$ cat src/rtl/coeff_token_flc_packer.sv
// coeff_token_flc_packer
// CAVLC coeff_token encoder for the nC >= 8 fixed-length case. It also takes
// raw {code,len} symbols and a flush command, and packs all of them MSB-first
// into WORD_W-bit words behind valid/ready handshakes.
// Optional feature: define COEFF_TOKEN_STATS_EN to build a saturating counter
// of legal coeff tokens on stat_tokens_o. Without it the output is tied to 0.
module coeff_token_flc_packer #(
  parameter int WORD_W      = 32,
  parameter int RAW_MAX_LEN = 16,
  parameter int ACC_W       = WORD_W + RAW_MAX_LEN
) (
  input  logic                   clk,
  input  logic                   rst,
  input  logic                   in_valid,
  output logic                   in_ready,
  input  logic [1:0]             in_op,
  input  logic [4:0]             total_coeff_cnt_i,
  input  logic [1:0]             trailing_ones_cnt_i,
  input  logic [RAW_MAX_LEN-1:0] raw_code_i,
  input  logic [4:0]             raw_len_i,
  output logic                   out_valid,
  input  logic                   out_ready,
  output logic [WORD_W-1:0]      out_word,
  output logic                   out_last,
  output logic [31:0]            bit_count_o,
  output logic                   err_o,
  output logic [15:0]            stat_tokens_o
);

  localparam int CNT_W = $clog2(ACC_W + 1);
  localparam logic [CNT_W-1:0] WORD_CNT = CNT_W'(WORD_W);
  localparam logic [CNT_W-1:0] ACC_CNT  = CNT_W'(ACC_W);
  localparam logic [CNT_W-1:0] TOK_LEN  = CNT_W'(6);

  logic [ACC_W-1:0]  acc_q, acc_d;
  logic [CNT_W-1:0]  cnt_q, cnt_d;
  logic              in_ready_q, out_valid_q;
  logic              out_last_q, out_last_d;
  logic [31:0]       bit_count_q, bit_count_d;
  logic              err_q, err_d;

  logic              tok_legal;
  logic [5:0]        tok_code;
  logic [ACC_W-1:0]  raw_mask;
  logic              raw_too_long;
  logic [ACC_W-1:0]  app_bits;
  logic [CNT_W-1:0]  app_len;
  logic [CNT_W-1:0]  shamt;

  // T1 may not exceed TC. Because T1 is at most 3, this rule also rejects
  // T1=3 when TC<3.
  assign tok_legal = (total_coeff_cnt_i <= 5'd16) &&
                     ({3'b000, trailing_ones_cnt_i} <= total_coeff_cnt_i);
  // TC=0 has its own code. Every other TC is coded as {TC-1, T1}.
  assign tok_code  = (total_coeff_cnt_i == 5'd0) ? 6'b000011 :
                     6'({total_coeff_cnt_i - 5'd1, trailing_ones_cnt_i});
  assign raw_mask     = (ACC_W'(1) << raw_len_i) - ACC_W'(1);
  assign raw_too_long = 32'(raw_len_i) > 32'(RAW_MAX_LEN);

  // Next-state logic. The accumulator is left-aligned, and any bits below
  // cnt are always zero. Appending a symbol is therefore a plain OR at
  // bit position ACC_W-cnt-len.
  always_comb begin
    acc_d       = acc_q;
    cnt_d       = cnt_q;
    out_last_d  = out_last_q;
    bit_count_d = bit_count_q;
    err_d       = err_q;
    app_bits    = '0;
    app_len     = '0;
    shamt       = '0;
    if (out_valid_q) begin
      if (out_ready) begin
        acc_d      = acc_q << WORD_W;
        cnt_d      = cnt_q - WORD_CNT;
        out_last_d = 1'b0;
      end
    end else if (in_valid && in_ready_q) begin
      case (in_op)
        2'd0: begin
          if (tok_legal) begin
            app_bits = ACC_W'(tok_code);
            app_len  = TOK_LEN;
          end else begin
            err_d = 1'b1;
          end
        end
        2'd1: begin
          if (raw_too_long) begin
            err_d = 1'b1;
          end else begin
            app_bits = ACC_W'(raw_code_i) & raw_mask;
            app_len  = CNT_W'(raw_len_i);
          end
        end
        2'd2: begin
          // Padding is implicit because the bits below cnt are already zero.
          if (cnt_q != '0) begin
            cnt_d      = WORD_CNT;
            out_last_d = 1'b1;
          end
        end
        default: err_d = 1'b1;
      endcase
      shamt       = ACC_CNT - cnt_q - app_len;
      acc_d       = acc_d | (app_bits << shamt);
      cnt_d       = cnt_d + app_len;
      bit_count_d = bit_count_q + 32'(app_len);
    end
  end

  // State registers. The handshake flags are registered from cnt_d, so they
  // are never both high in the same cycle.
  always_ff @(posedge clk) begin
    if (rst) begin
      acc_q       <= '0;
      cnt_q       <= '0;
      in_ready_q  <= 1'b1;
      out_valid_q <= 1'b0;
      out_last_q  <= 1'b0;
      bit_count_q <= '0;
      err_q       <= 1'b0;
    end else begin
      acc_q       <= acc_d;
      cnt_q       <= cnt_d;
      in_ready_q  <= (cnt_d < WORD_CNT);
      out_valid_q <= (cnt_d >= WORD_CNT);
      out_last_q  <= out_last_d;
      bit_count_q <= bit_count_d;
      err_q       <= err_d;
    end
  end

  assign in_ready    = in_ready_q;
  assign out_valid   = out_valid_q;
  assign out_word    = acc_q[ACC_W-1 -: WORD_W];
  assign out_last    = out_last_q;
  assign bit_count_o = bit_count_q;
  assign err_o       = err_q;

`ifdef COEFF_TOKEN_STATS_EN
  logic        tok_accept;
  logic [15:0] stat_q, stat_d;

  assign tok_accept = in_valid && in_ready_q && (in_op == 2'd0) && tok_legal;

  // Saturating count of legal coeff tokens.
  always_comb begin
    stat_d = stat_q;
    if (tok_accept && (stat_q != 16'hFFFF)) stat_d = stat_q + 16'd1;
  end

  // Token statistics register.
  always_ff @(posedge clk) begin
    if (rst) stat_q <= '0;
    else     stat_q <= stat_d;
  end

  assign stat_tokens_o = stat_q;
`else
  assign stat_tokens_o = '0;
`endif

endmodule

$ cat config.mk
export PLATFORM = sky130hd
export DESIGN_NAME = coeff_token_flc_packer
export DESIGN_NICKNAME = d
export VERILOG_FILES = /design/src/rtl/coeff_token_flc_packer.sv
export SDC_FILE = /design/constraint.sdc
export NUM_CORES = 1
export LEC_CHECK = 0
export BUFFER_PORTS_ARGS = -buffer_cell sky130_fd_sc_hd__buf_4
export CORE_MARGIN = 1.5
export CORE_UTILIZATION = 58
export DETAILED_ROUTE_END_ITERATION = 16
export MAX_ROUTING_LAYER = met4
export PLACE_DENSITY = 0.79
export SYNTH_ARGS = -nofsm -noshare
export SYNTH_HDL_FRONTEND = slang
export SYNTH_SLANG_ARGS = --single-unit
$ cat constraint.sdc
create_clock -name clk -period 4.8 [get_ports clk]
set_clock_uncertainty 0.2 [all_clocks]
set_input_delay 0 -clock clk [delete_from_list [all_inputs] [get_ports clk]]
set_output_delay 0 -clock clk [all_outputs]
set_load 0.01 [all_outputs]
==> impl.org, run 1 <==
** GRT
- Global routing used 37.3% of the available tracks.
- The via count of the first global-routing pass was 6986.
- For this run the aggregate overflow at the end of global routing stands at 0.
- The first global-routing pass estimated 37300 um of wire.
- Maximum number of pins on one net before global-route repair :: 61
- Initial antenna violation count :: 0

** Detailed routing
- Number of optimization iterations in the first detailed-route pass :: 7
- Detailed-route wire length per cell :: 20.1 um
- In this run, the number of DRC markers left after iteration 0 of detailed routing was 924.
- Detailed-route via count :: 7707
- Detailed Route WL :: 23800 um
- After detailed routing, the number of remaining DRC violations is 0.
- The count of nets left with antenna violations once routing finished came out at 0.
- Using the TritonRoute via totals, the vias-per-cell ratio works out to 6.51.

** STA
- Static timing analysis puts the maximum clock frequency at 230 MHz.
- Setup violations remaining at the end of the flow were counted as 0.
- The routed design could run at a clock period as short as 4.34 ns.
- Dividing the final minimum period by the clock period gives 90.4%.
- Total Negative Setup Slacks :: 0 ns
- In the post-route analysis, the smallest setup slack over all paths is 0.460 ns.
- On the final layout, the worst hold slack is 0.0655 ns.
- RSZ-0062 raised after global routing :: false
- Worst-margin pin slew :: 1.03 ns
- The total count of hold-check failures in the final report came to 0.
- Rel. slew slack :: 31.6%
- Count of final max-slew check failures :: 0

** Die
- The die covers 13400 sq um.
- The core region is 12200 sq um.
- For this configuration, the core starts out at a cell density of 60.4%.
- The floorplan has 40 rows.
- The die is 116 um tall.
- Pin placement for this block handled 118 I/O pins.
- The floorplan step set the die width to 116 um.

** Clock network
- H-tree levels :: 3
- Maximum root-to-sink buffer count :: 2
- Clock network latency to the later pin of the worst-skew pair :: 0.36 ns
- Clock Pin Slew Worst Setup and Hold Paths :: 0.07 ns
- Clock tree synthesis inserted a total of 9 buffers.
- Setup Fix Bufs, Post-CTS :: 0
- TritonCTS built the clock tree.
- The clock net in this run drives a total of 89 sinks.
- Clock root cell :: clkbuf_16

** Setup path
- On the worst path, the slowest cell contributes a delay of 0.46 ns.
- The slowest stage of the critical path is the fa_1 cell.
- For the worst setup path, the data arrival time is 4.42 ns.
- The critical path goes through buf_4, inv_1, ha_1, or3b_1, a21o_4, nor2_1, a21oi_1, inv_1, ha_1, inv_1, ha_1, inv_1, fa_1, nand2b_1, a21oi_1, xnor2_1, nand3_1, buf_4, a311oi_1, o21ai_0, o31ai_1.
- By instance count, the cell type seen most on the critical path is inv_1.
- STA classifies the critical path startpoint as an input port.
- STA classifies the critical path endpoint as a register.
- At the worst endpoint, the required time is 4.88 ns.
- Peak fanout along the critical path :: 9
- Broken down by cell family, the worst path's largest delay share belongs to compound AO/OA/AOI/OAI gates.
- Worst reg-to-reg setup slack :: 1.29 ns
- The number of buffers and inverters on the critical path is 6.
- R2R cell count :: 13
- Launch point of the worst reg-to-reg path :: cnt_q[1]$_SDFF_PP0_
- In this run the critical register-to-register path is captured at acc_q[25]$_SDFFE_PP0P_.
- The worst setup path is of the in2reg kind.

** Yosys
- Count of flip-flops with a built-in enable after synthesis :: 0
- Synthesis inferred 89 register bits.
- Portion of the post-synthesis area used by sequential elements :: 24.2%
- Synthesized cell area :: 7350 sq um
- In the synthesized netlist the async set-or-reset flop fraction comes to 0%.
- Number of unique standard cell types used by synthesis :: 100
- Synthesized instance count :: 949
- The most used flip-flop cell after synthesis is dfxtp_1.
- Syn avg cell area :: 7.75 sq um
- Number of warning messages in the yosys log :: 0

** Run
- Max Cap Violations :: 0

** Placed design
- At the end of routability-driven placement, the weighted congestion stood at 1.06.
- Input and output buffers added on the ports amount to 101.
- DP Area :: 8060 sq um
- Counting tap cells, the placed design contains a total of 1165 instances.
- OpenSTA, run right after detailed placement, puts the worst setup slack at 0.150 ns.
- Detailed placement ended at an HPWL of 17900 um.

** Power and ir drop
- Of the total power, registers draw 31.9%.
- In this run switching power makes up 39.6% of total power.
- Final total power :: 2.47 mW
- Internal power of the cells :: 1.49 mW
- Net Sw Power :: 0.976 mW
- Static leakage power :: 3.16 nW
- Combinational share of power :: 38.0%
- Highest ir drop seen on vdd :: 394 uV
- Clock share of power :: 30.1%
- Power spread over the standard cell area amounts to 294 nW/um^2.

** Status
- Status :: finished, final reports clean

** Finish
- Of the cells placed in the final design, the portion with a size suffix greater than 1 is 19.7%.
- Most used cells in the layout excluding fill and tap cells :: 138 x buf_4, 91 x nor2_1, 89 x dfxtp_1
- The finished cells cover 8400 sq um.
- The filler cells instantiated in the layout total 1072.
- Number of antenna cells inserted :: 0
- Number of nets in the layout :: 1071
- Relative to the synthesized area, the layout overhead comes to 14.2%.
- Most frequent standard cell in the layout excluding fill and tap cells :: buf_4
- The finished layout holds 1184 standard cells, fillers aside.
- Layout Utilization :: 69.0%

** Hold path
- Startpoint of the lowest-slack hold path :: in_op[1]
- For hold timing, the worst endpoint is err_o$_SDFFE_PP0P_.
- Type of the tightest min-delay check :: in2reg
- The worst hold path passes through 4 cells.
## worst max path at each step
stage	slack (ns)	to	depth (start not counted)	start
finish	0.46	acc_q[25]$_SDFFE_PP0P_	21	total_coeff_cnt_i[1]
global route	0.21	acc_q[25]$_SDFFE_PP0P_	21	total_coeff_cnt_i[1]
CTS	0.51	acc_q[25]$_SDFFE_PP0P_	21	total_coeff_cnt_i[1]
detailed placement	0.15	acc_q[25]$_SDFFE_PP0P_	21	total_coeff_cnt_i[1]
global placement	0.24	acc_q[25]$_SDFFE_PP0P_	21	total_coeff_cnt_i[0]
floorplan	0.66	acc_q[37]$_SDFFE_PP0P_	19	total_coeff_cnt_i[1]
## what timing repair did
| action | 4_1_cts | 5_1_grt |
|---|---|---|
| endpoints found under the hold margin | 43 | 0 |
| hold buffers | 3 | 0 |
| resized for setup | 0 | 0 |
## power by group through the flow
stage	registers (mW)	clock network, mW	logic, mW
floorplan	0.796	0	0.598
CTS	0.785	0.748	0.905
finish	0.785	0.743	0.937
global placement	0.802	0	0.899
detailed placement	0.802	0	0.899
global route	0.788	0.789	0.991
## metal layers
metal	up-vias	wire length (um)	track usage, %
li1	3615	-	-
met1	3562	10000	47.8
met2	447	10600	57.0
met3	83	2070	7.85
met4	0	1080	15.6
met5	-	0	-
## flip-flops by register name (all words and copies together) (netlist names), named ones only
signal / flops
acc_q: 48
bit_count_o: 32
cnt_q: 3
err_o: 1
in_ready: 1
out_last: 1
## cell families (layout without fill, tap and decap cells)
family | count (synthesis) | in the layout | share of synthesized area (%)
other | 1 | 16 | 0.0510
buffers and inverters | 154 | 206 | 10.8
adder cells (fa/ha/maj) | 26 | 26 | 4.73
XOR/XNOR | 35 | 35 | 4.17
flip-flops | 89 | 89 | 24.2
AO/OA/AOI/OAI | 318 | 318 | 32.9
multiplexers | 7 | 7 | 1.31
AND/OR/NAND/NOR | 319 | 319 | 21.8
## cell type report
type,count,area (sq um),share of cell area (%)
clock inverters,7,82.6,0.984
clock buffers,9,225,2.68
repair buffers,141,1070,12.7
inverters,49,184,2.19
flip-flops and latches,89,1780,21.2
well taps,168,210,2.50
multi-input cells,721,4850,57.7
## cell usage after synthesis, types with 7 or more instances
cell type,instances,area share [%]
nand3_1,25,1.7
a211oi_1,14,1.4
xnor2_1,26,3.1
o221ai_1,8,0.95
nand2b_1,10,0.85
a311o_1,7,0.95
a21oi_1,61,4.2
nand2_1,72,3.7
o21a_1,7,0.71
clkbuf_1,41,2.1
a31oi_1,16,1.4
dfxtp_1,89,24
o21ai_1,12,0.82
and2_1,9,0.77
nand3b_1,7,0.71
a311oi_1,8,0.95
inv_1,48,2.5
o2111ai_1,8,0.95
ha_1,23,3.9
buf_2,8,0.54
o31ai_1,9,0.92
o21ai_0,50,3.4
a22oi_1,10,1.0
buf_4,51,5.2
nor4_1,15,1.3
xor2_1,9,1.1
nor3_1,28,1.9
or3_1,8,0.68
nor2b_1,10,0.85
nor2_1,91,4.6
o211ai_1,18,1.8
nand4_1,7,0.60
## worst reg2reg max path: stages (launching register included)
cell,delay [ns]
dfxtp_1,0.34
ha_1,0.29
inv_1,0.06
ha_1,0.16
inv_1,0.05
fa_1,0.46
nand2b_1,0.18
a21oi_1,0.26
xnor2_1,0.37
nand3_1,0.30
buf_4,0.26
a311oi_1,0.31
o21ai_0,0.12
o31ai_1,0.07
Note: power is estimated with default switching activity, not from simulation.
==> run 2, diff against run 1 <==
--- a/config.mk
+++ b/config.mk
@@ -9,7 +9,6 @@
 export CORE_MARGIN = 1.5
 export CORE_UTILIZATION = 58
 export DETAILED_ROUTE_END_ITERATION = 16
-export MAX_ROUTING_LAYER = met4
 export PLACE_DENSITY = 0.79
 export SYNTH_ARGS = -nofsm -noshare
 export SYNTH_HDL_FRONTEND = slang
==> run 2 against run 1 <==
Via count is 0.75% higher. Worst setup slack better by 0.012 ns. Non-clock buffer count is 1 lower. Count of clock-buffer cells in the layout stayed put. Maximum frequency is 0.28% higher. Critical path depth stayed put. Utilization is 0.37 points higher. Global-route usage is 0.79 points lower. First-iteration DRC count is 16% lower.
==> impl.org, run 2 (synthesis gave the netlist of run 1 again) <==
** Status
- Status :: finished, final reports clean (unchanged)

** STA
- RSZ-0062 raised after global routing :: false (unchanged)
- The timing-limited maximum frequency is 231 MHz (was 230 MHz).
- The post-route minimum period is 4.33 ns (was 4.34 ns).
- The number of setup violations in the final report was 0 (unchanged).
- The total count of hold-check failures in the final report is 0 (unchanged).
- The number of slew-limit violations in the final report was 0 (unchanged).
- Rel. slew slack :: 35.5% (was 31.6%)
- The slew at the pin closest to its max-slew limit was 0.967 ns (was 1.03 ns).
- Period Utilization, post-route :: 90.2% (was 90.4%)
- Setup slack after layout :: 0.472 ns (was 0.460 ns)
- Total Negative Setup Slacks :: 0 ns (unchanged)

** Clock network
- Clock Pin Slew Worst Setup and Hold Paths :: 0.07 ns (about the same)
- Clock tree from TritonCTS :: done (unchanged)
- Clock network latency to the later pin of the worst-skew pair :: 0.36 ns (about the same)
- The depth of the CTS H-tree is 3 (unchanged).
- The number of clock buffers inserted by TritonCTS was 9 (unchanged).
- Number of sinks handled by clock tree synthesis :: 89 (unchanged)
- Maximum root-to-sink buffer count :: 2 (unchanged)
- The clock root buffer is clkbuf_16 (unchanged).

** Detailed routing
- The total number of vias came to 7765 (was 7707).
- The detailed route wirelength on metal2 is 10700 um (was 10600 um).
- Post-Route M1 WL :: 9970 um (was 10000 um)
- The detail-routed via count per cell was 6.56 (was 6.51).
- Number of remaining DRC errors :: 0 (unchanged)
- The antenna violation net count after detailed routing came to 0 (unchanged).
- Number of DRC markers after the initial detailed-route iteration :: 773 (was 924)
- Detailed-route wire length per cell :: 20.4 um (was 20.1 um)
- Routed length on met3 :: 2240 um (was 2070 um)
- The highest layer used for signal routing is met4 (unchanged).
- The final wirelength is 24100 um (was 23800 um).
- Number of optimization iterations in the first detailed-route pass :: 9 (was 7)

** Placed design
- The HPWL after detailed placement was 17800 um (was 17900 um).
- The placement-stage cell area was 8050 sq um (was 8060 sq um).
- The number of port buffers is 101 (unchanged).
- The routability congestion estimate is 1.03 (was 1.06).
- The pre-CTS setup slack is 0.0604 ns (was 0.150 ns).

** Setup path
- The startpoint class of the critical path is an input port (unchanged).
- The endpoint required time on the critical path is 4.83 ns (was 4.88 ns).
- The highest fanout seen on the critical path is 9 (unchanged).
- The class of the most critical setup path was in2reg (unchanged).
- Crit. End Element :: register (unchanged)
- Data arrival time of the worst path :: 4.36 ns (was 4.42 ns)

** Die
- Core Region :: 12200 sq um (unchanged)
- Number of rows in the core area :: 40 (unchanged)
- Overall die width :: 116 um (unchanged)
- The vertical extent of the die is 116 um (unchanged).
- The number of I/O pins came to 118 (unchanged).
- The starting density of the core was 60.4% (unchanged).
- Die footprint :: 13400 sq um (unchanged)

** Hold path
- The class of the tightest hold or removal check is in2reg (unchanged).

** Power and ir drop
- Net Sw Power :: 0.985 mW (was 0.976 mW)
- The net switching share of the total power came to 38.2% (was 39.6%).
- The part of the power in registers came to 30.5% (was 31.9%).
- Static leakage power :: 3.18 nW (was 3.16 nW)
- The combinational group share of total power is 36.7% (was 38.0%).
- Power density of the placed cells :: 305 nW/um^2 (was 294 nW/um^2)
- The internal power of the cells came to 1.59 mW (was 1.49 mW).
- The clock network power share came to 32.9% (was 30.1%).
- The total design power is 2.58 mW (was 2.47 mW).
- Highest ir drop seen on vdd :: 217 uV (was 394 uV)

** Finish
- # fillers :: 1033 (was 1072)
- The number of nets in the finished design was 1070 (was 1071).
- The final instance area is 8440 sq um (was 8400 sq um).
- The register name with the most flops is acc_q (unchanged).
- Flip-flop count of the largest register, all copies and words added :: 48 (unchanged)
- Area Overhead vs Synth :: 14.8% (was 14.2%)
- Fraction of layout cells with a size suffix above 1 :: 19.8% (was 19.7%)
- The total inserted antenna cells is 0 (unchanged).
- Most used cells in the layout excluding fill and tap cells: 137 x buf_4, 91 x nor2_1, 89 x dfxtp_1 (was 138 x buf_4, 91 x nor2_1, 89 x dfxtp_1).
- Most frequent standard cell in the layout excluding fill and tap cells :: buf_4 (unchanged)
- The final cell utilization of the core was 69.4% (was 69.0%).

** GRT
- The global-route wire length before repair was 38100 um (was 37300 um).
- Initial antenna violation count :: 0 (unchanged)
- Total grt overflow :: 0 (unchanged)
- Maximum number of pins on one net before global-route repair :: 61 (unchanged)
- Vias in the first global route :: 7120 (was 6986)
- The overall track demand over capacity in global routing is 36.5% (was 37.3%).

** Run
- The number of max-cap violations came to 0 (unchanged).
run 2: cell types whose count changed in the layout (fill, tap and decap cells not counted), sizes merged:
cell / delta
bufinv: +2
inv: -2
buf: -1
clkinv: +1
clkinvlp: -1
run 2: final cells by class:
class / instances / area [sq um] / area share [%]
sequential: 89 / 1780 / 21.1
clock inverter: 7 / 124 / 1.47
timing repair buffer: 140 / 1060 / 12.5
tap: 168 / 210 / 2.49
multi-input combinational: 721 / 4860 / 57.5
clock buffer: 9 / 225 / 2.67
inverter: 49 / 184 / 2.18
run 2: final timing paths:
path	cells past startpoint	end	startpoint	slack, ns
max	21	acc_q[30]$_SDFFE_PP0P_	total_coeff_cnt_i[0]	0.47
min	4	err_o$_SDFFE_PP0P_	in_op[1]	0.03
max reg2reg	13	acc_q[30]$_SDFFE_PP0P_	cnt_q[1]$_SDFF_PP0_	1.32
min reg2reg	2	acc_q[13]$_SDFFE_PP0P_	acc_q[13]$_SDFFE_PP0P_	0.25
run 2: critical path, cell delays in order:
cell and delay [ns]:
buf_4 0.13, inv_1 0.05, ha_1 0.24, or3b_1 0.40
a21o_4 0.28, nor2_1 0.19, a21oi_1 0.14, inv_1 0.15
ha_1 0.24, inv_1 0.06, ha_1 0.15, inv_1 0.06
fa_1 0.59, clkinv_1 0.23, nand2_1 0.13, nor3_1 0.07
a2111oi_0 0.60, buf_4 0.21, a31oi_1 0.08, a32oi_1 0.26
o31ai_1 0.09
run 2: power by group through the flow:
stage | sequential [mW] | clock, mW | combinational [mW]
floorplan | 0.796 | 0 | 0.598
global placement | 0.801 | 0 | 0.896
detailed placement | 0.801 | 0 | 0.899
CTS | 0.785 | 0.845 | 0.906
global route | 0.787 | 0.878 | 0.999
finish | 0.785 | 0.846 | 0.944
run 2: through the flow:
stage / hold WS, ns / cells
floorplan: 0.0273 / 964
global placement: 0.216 / 1164
detailed placement: 0.225 / 1164
CTS: 0.0415 / 1183
global route: 0.0919 / 1183
finish: 0.0300 / 1183
run 2: routing by layer:
metal	vias up	global-route usage [%]
li1	3595	-
met1	3604	47.8
met2	458	58.0
met3	108	7.48
met4	0	16.7
met5	-	0
run 2: what timing repair did:
action | 4_1_cts | 5_1_grt
setup endpoints to repair | 0 | 1
gates resized for setup | 0 | 2
hold buffers | 3 | 0
hold endpoints to repair | 43 | 0
buffers inserted | 0 | 0
==> run 3, diff against run 2 <==
--- a/config.mk
+++ b/config.mk
@@ -8,8 +8,9 @@
 export BUFFER_PORTS_ARGS = -buffer_cell sky130_fd_sc_hd__buf_4
 export CORE_MARGIN = 1.5
 export CORE_UTILIZATION = 58
+export CTS_CLUSTER_DIAMETER = 50
 export DETAILED_ROUTE_END_ITERATION = 16
-export PLACE_DENSITY = 0.79
+export PLACE_DENSITY = 0.86
 export SYNTH_ARGS = -nofsm -noshare
 export SYNTH_HDL_FRONTEND = slang
 export SYNTH_SLANG_ARGS = --single-unit
==> run 3 against run 2 <==
Clock power decreased by 18%. Maximum frequency is 3.9% lower. Count of clock-buffer cells in the layout up 1. Via count rose by 0.21%. Worst setup slack got worse by 0.18 ns. Die area stayed put. Critical path depth fell by 1. Power down 5.9%. Largest power group unchanged. Highest routed layer unchanged.
==> impl.org, run 3 (synthesis gave the netlist of run 1 again) <==
** Die
- The number of I/O pins is 118 (unchanged).
- The standard-cell row count is 40 (unchanged).
- The horizontal extent of the die came to 116 um (unchanged).
- The area of the core is 12200 sq um (unchanged).
- The overall die area was 13400 sq um (unchanged).
- Initial core utilization :: 60.4% (unchanged)
- Vertical die dimension :: 116 um (unchanged)

** Detailed routing
- Number of optimization iterations in the first detailed-route pass :: 5 (was 9)
- Number of DRC markers after the initial detailed-route iteration :: 1078 (was 773)
- The average wire per standard cell was 20.6 um (was 20.4 um).
- The antenna violation net count after detailed routing came to 0 (unchanged).
- Vias per std cell :: 6.61 (was 6.56)
- Detailed Route WL :: 24200 um (was 24100 um)
- The total number of vias is 7781 (was 7765).
- Number of remaining DRC errors :: 0 (unchanged)

** Power and ir drop
- Power density of the placed cells :: 291 nW/um^2 (was 305 nW/um^2)
- The worst ir drop on vdd is 342 uV (was 217 uV).
- Static leakage power :: 3.14 nW (was 3.18 nW)

** GRT
- Maximum number of pins on one net before global-route repair :: 61 (unchanged)
- The global-route wire length before repair is 38700 um (was 38100 um).
- The peak-usage layer in the global routing report is met2 (unchanged).
- The met1 usage was 48.8% (was 47.8%).
- Vias in the first global route :: 7251 (was 7120)
- Global-route met3 utilization :: 8.00% (was 7.48%)
- Total grt overflow :: 0 (unchanged)
- The overall track demand over capacity in global routing is 37.1% (was 36.5%).
- The met2 routing resource usage after global routing was 59.5% (was 58.0%).
- The number of antenna violations at the first check in global routing came to 0 (unchanged).

** Hold path
- The class of the tightest hold or removal check is in2reg (unchanged).
- The end point of the worst hold path is err_o$_SDFFE_PP0P_ (unchanged).
- The number of cells on the worst hold path came to 4 (unchanged).
- Startpoint of the lowest-slack hold path :: in_op[1] (unchanged)

** Setup path
- Launch point of the worst reg-to-reg path :: cnt_q[1]$_SDFF_PP0_ (unchanged)
- Worst-path cell chain :: buf_4, inv_1, ha_1, or3b_1, a21o_4, nor2_1, a21oi_1, inv_1, ha_1, inv_1, ha_1, inv_1, fa_1, clkinv_1, buf_4, nand2_1, a211oi_1, a211oi_2, o221ai_1, a21oi_1 (was buf_4, inv_1, ha_1, or3b_1, a21o_4, nor2_1, a21oi_1, inv_1, ha_1, inv_1, ha_1, inv_1, fa_1, clkinv_1, nand2_1, nor3_1, a2111oi_0, buf_4, a31oi_1, a32oi_1, o31ai_1)
- Category of the worst setup path launch point :: input port (unchanged)
- The highest fanout seen on the critical path is 12 (was 9).
- The setup slack of the most critical reg-to-reg path is 1.18 ns (was 1.32 ns).
- Worst r2r dst :: acc_q[12]$_SDFFE_PP0P_ (was acc_q[30]$_SDFFE_PP0P_)
- The endpoint required time on the critical path is 4.88 ns (was 4.83 ns).
- The cell type of the slowest stage on the worst timing path is a211oi_2 (was a2111oi_0).
- The cell seen most often among critical-path stages is inv_1 (unchanged).
- The length in cells of the worst reg-to-reg path came to 12 (was 13).
- The endpoint arrival time on the critical path was 4.59 ns (was 4.36 ns).
- The maximum cell stage delay along the critical path was 0.63 ns (was 0.60 ns).
- The endpoint kind of the worst setup timing path is a register (unchanged).
- Critical path type :: in2reg (unchanged)

** Clock network
- Clock Pin Slew Worst Setup and Hold Paths :: 0.07 ns (about the same)
- H-tree levels :: 3 (unchanged)
- Number of sinks handled by clock tree synthesis :: 89 (unchanged)
- The CTS tree is done (unchanged).
- Clock network latency to the later pin of the worst-skew pair :: 0.35 ns (was 0.36 ns)
- The clock root buffer was clkbuf_16 (unchanged).
- Number of CTS-inserted buffers :: 9 (unchanged)
- The maximum count of clock buffers along a single path came to 2 (unchanged).

** Finish
- Flip-flop count of the largest register, all copies and words added :: 48 (unchanged)
- Number of nets in the layout :: 1066 (was 1070)
- The area of the multi-input gates came to 4850 sq um (was 4860 sq um).
- Most used cells in the layout excluding fill and tap cells :: 133 x buf_4, 91 x nor2_1, 89 x dfxtp_1 (was 137 x buf_4, 91 x nor2_1, 89 x dfxtp_1)
- The total inserted antenna cells is 0 (unchanged).
- Storage cell area :: 1780 sq um (unchanged)
- Fraction of layout cells with a size suffix above 1 :: 19.2% (was 19.8%)
- The register name with the most flops is acc_q (unchanged).
- The total of fill cells in the finished design is 1042 (was 1033).
- Area Overhead vs Synth :: 13.5% (was 14.8%)
- The most common cell after layout, fill and taps aside was buf_4 (unchanged).
- Final instance count without filler cells :: 1178 (was 1183)

** STA
- The final-layout setup total negative slack came to 0 ns (unchanged).
- Rel. slew slack :: 30.4% (was 35.5%)
- The slew at the pin closest to its max-slew limit came to 1.04 ns (was 0.967 ns).
- The timing-limited maximum frequency was 222 MHz (was 231 MHz).
- Period Utilization, post-route :: 93.9% (was 90.2%)
- Minimum clock period after layout :: 4.51 ns (was 4.33 ns)
- Setup-failing EPs final :: 0 (unchanged)
- Count of final max-slew check failures :: 0 (unchanged)
- Setup slack after layout :: 0.294 ns (was 0.472 ns)
- The total count of hold-check failures in the final report was 0 (unchanged).

** Placed design
- The pre-CTS setup slack came to -0.00651 ns (was 0.0604 ns).
- The routability congestion estimate is 1.05 (was 1.03).
- The HPWL after detailed placement was 18000 um (was 17800 um).
- Number of placed instances with taps included :: 1160 (was 1164)
- The number of port buffers came to 101 (unchanged).

** Status
- Status: finished, final reports clean (unchanged).

** Run
- Max Cap Violations :: 0 (unchanged)
[run 3: changes by cell type in the layout (fill, tap and decap cells not counted), sizes merged]
cell	change
buf	-4
clkinv	+3
bufinv	-2
inv	-2
clkbuf	+1
clkinvlp	-1
[run 3: routing by layer]
layer  share of wire (%)  vias to the layer above
met5                   0                        -
li1                    -                     3592
met3                 8.9                       76
met1                  41                     3656
met2                  46                      457
met4                 3.3                        0
[run 3: what timing repair did]
action,4_1_cts,5_1_grt
gates resized for setup,0,1
hold buffers,3,0
endpoints found under the hold margin,39,0
endpoints found under the setup margin,0,8
setup buffers,0,0
[run 3: through the flow]
stage	cell area [sq um]	power [mW]	utilization, %	hold WS [ns]
after global placement	8020	1.70	65.9	0.216
after floorplan	7410	1.39	-	0.0273
after detailed placement	8020	1.70	65.9	0.218
after global routing	8340	2.53	68.6	0.119
after CTS	8340	2.39	68.5	0.0636
final	8340	2.42	68.6	0.0740
[run 3: power by group]
group,switching (mW),internal (mW),total [mW]
logic,0.630,0.314,0.945
clock network,0.293,0.400,0.693
registers,0.0223,0.764,0.787
total,0.945,1.48,2.42
[run 3: cell type report]
type                    count  share of cell area (%)
clock inverters             5                   0.690
repair buffers            136                    12.3
flip-flops and latches     89                    21.4
well taps                 168                    2.52
multi-input cells         721                    58.2
inverters                  49                    2.20
clock buffers              10                    2.74
[run 3: worst max-delay path by stage]
stage	startpoint	slack [ns]	end
floorplan	total_coeff_cnt_i[1]	0.66	acc_q[37]$_SDFFE_PP0P_
global placement	total_coeff_cnt_i[0]	0.18	acc_q[37]$_SDFFE_PP0P_
detailed placement	total_coeff_cnt_i[0]	-0.007	acc_q[40]$_SDFFE_PP0P_
CTS	total_coeff_cnt_i[0]	0.34	acc_q[37]$_SDFFE_PP0P_
global route	total_coeff_cnt_i[1]	-0.01	acc_q[37]$_SDFFE_PP0P_
finish	total_coeff_cnt_i[0]	0.29	acc_q[12]$_SDFFE_PP0P_
[run 3: critical path, delay by kind of cell]
family	cells	cell delay [ns]
adder cells (fa/ha/maj)	4	1.20
AND/OR/NAND/NOR	3	0.87
buffers and inverters	7	0.97
AO/OA/AOI/OAI	6	1.53
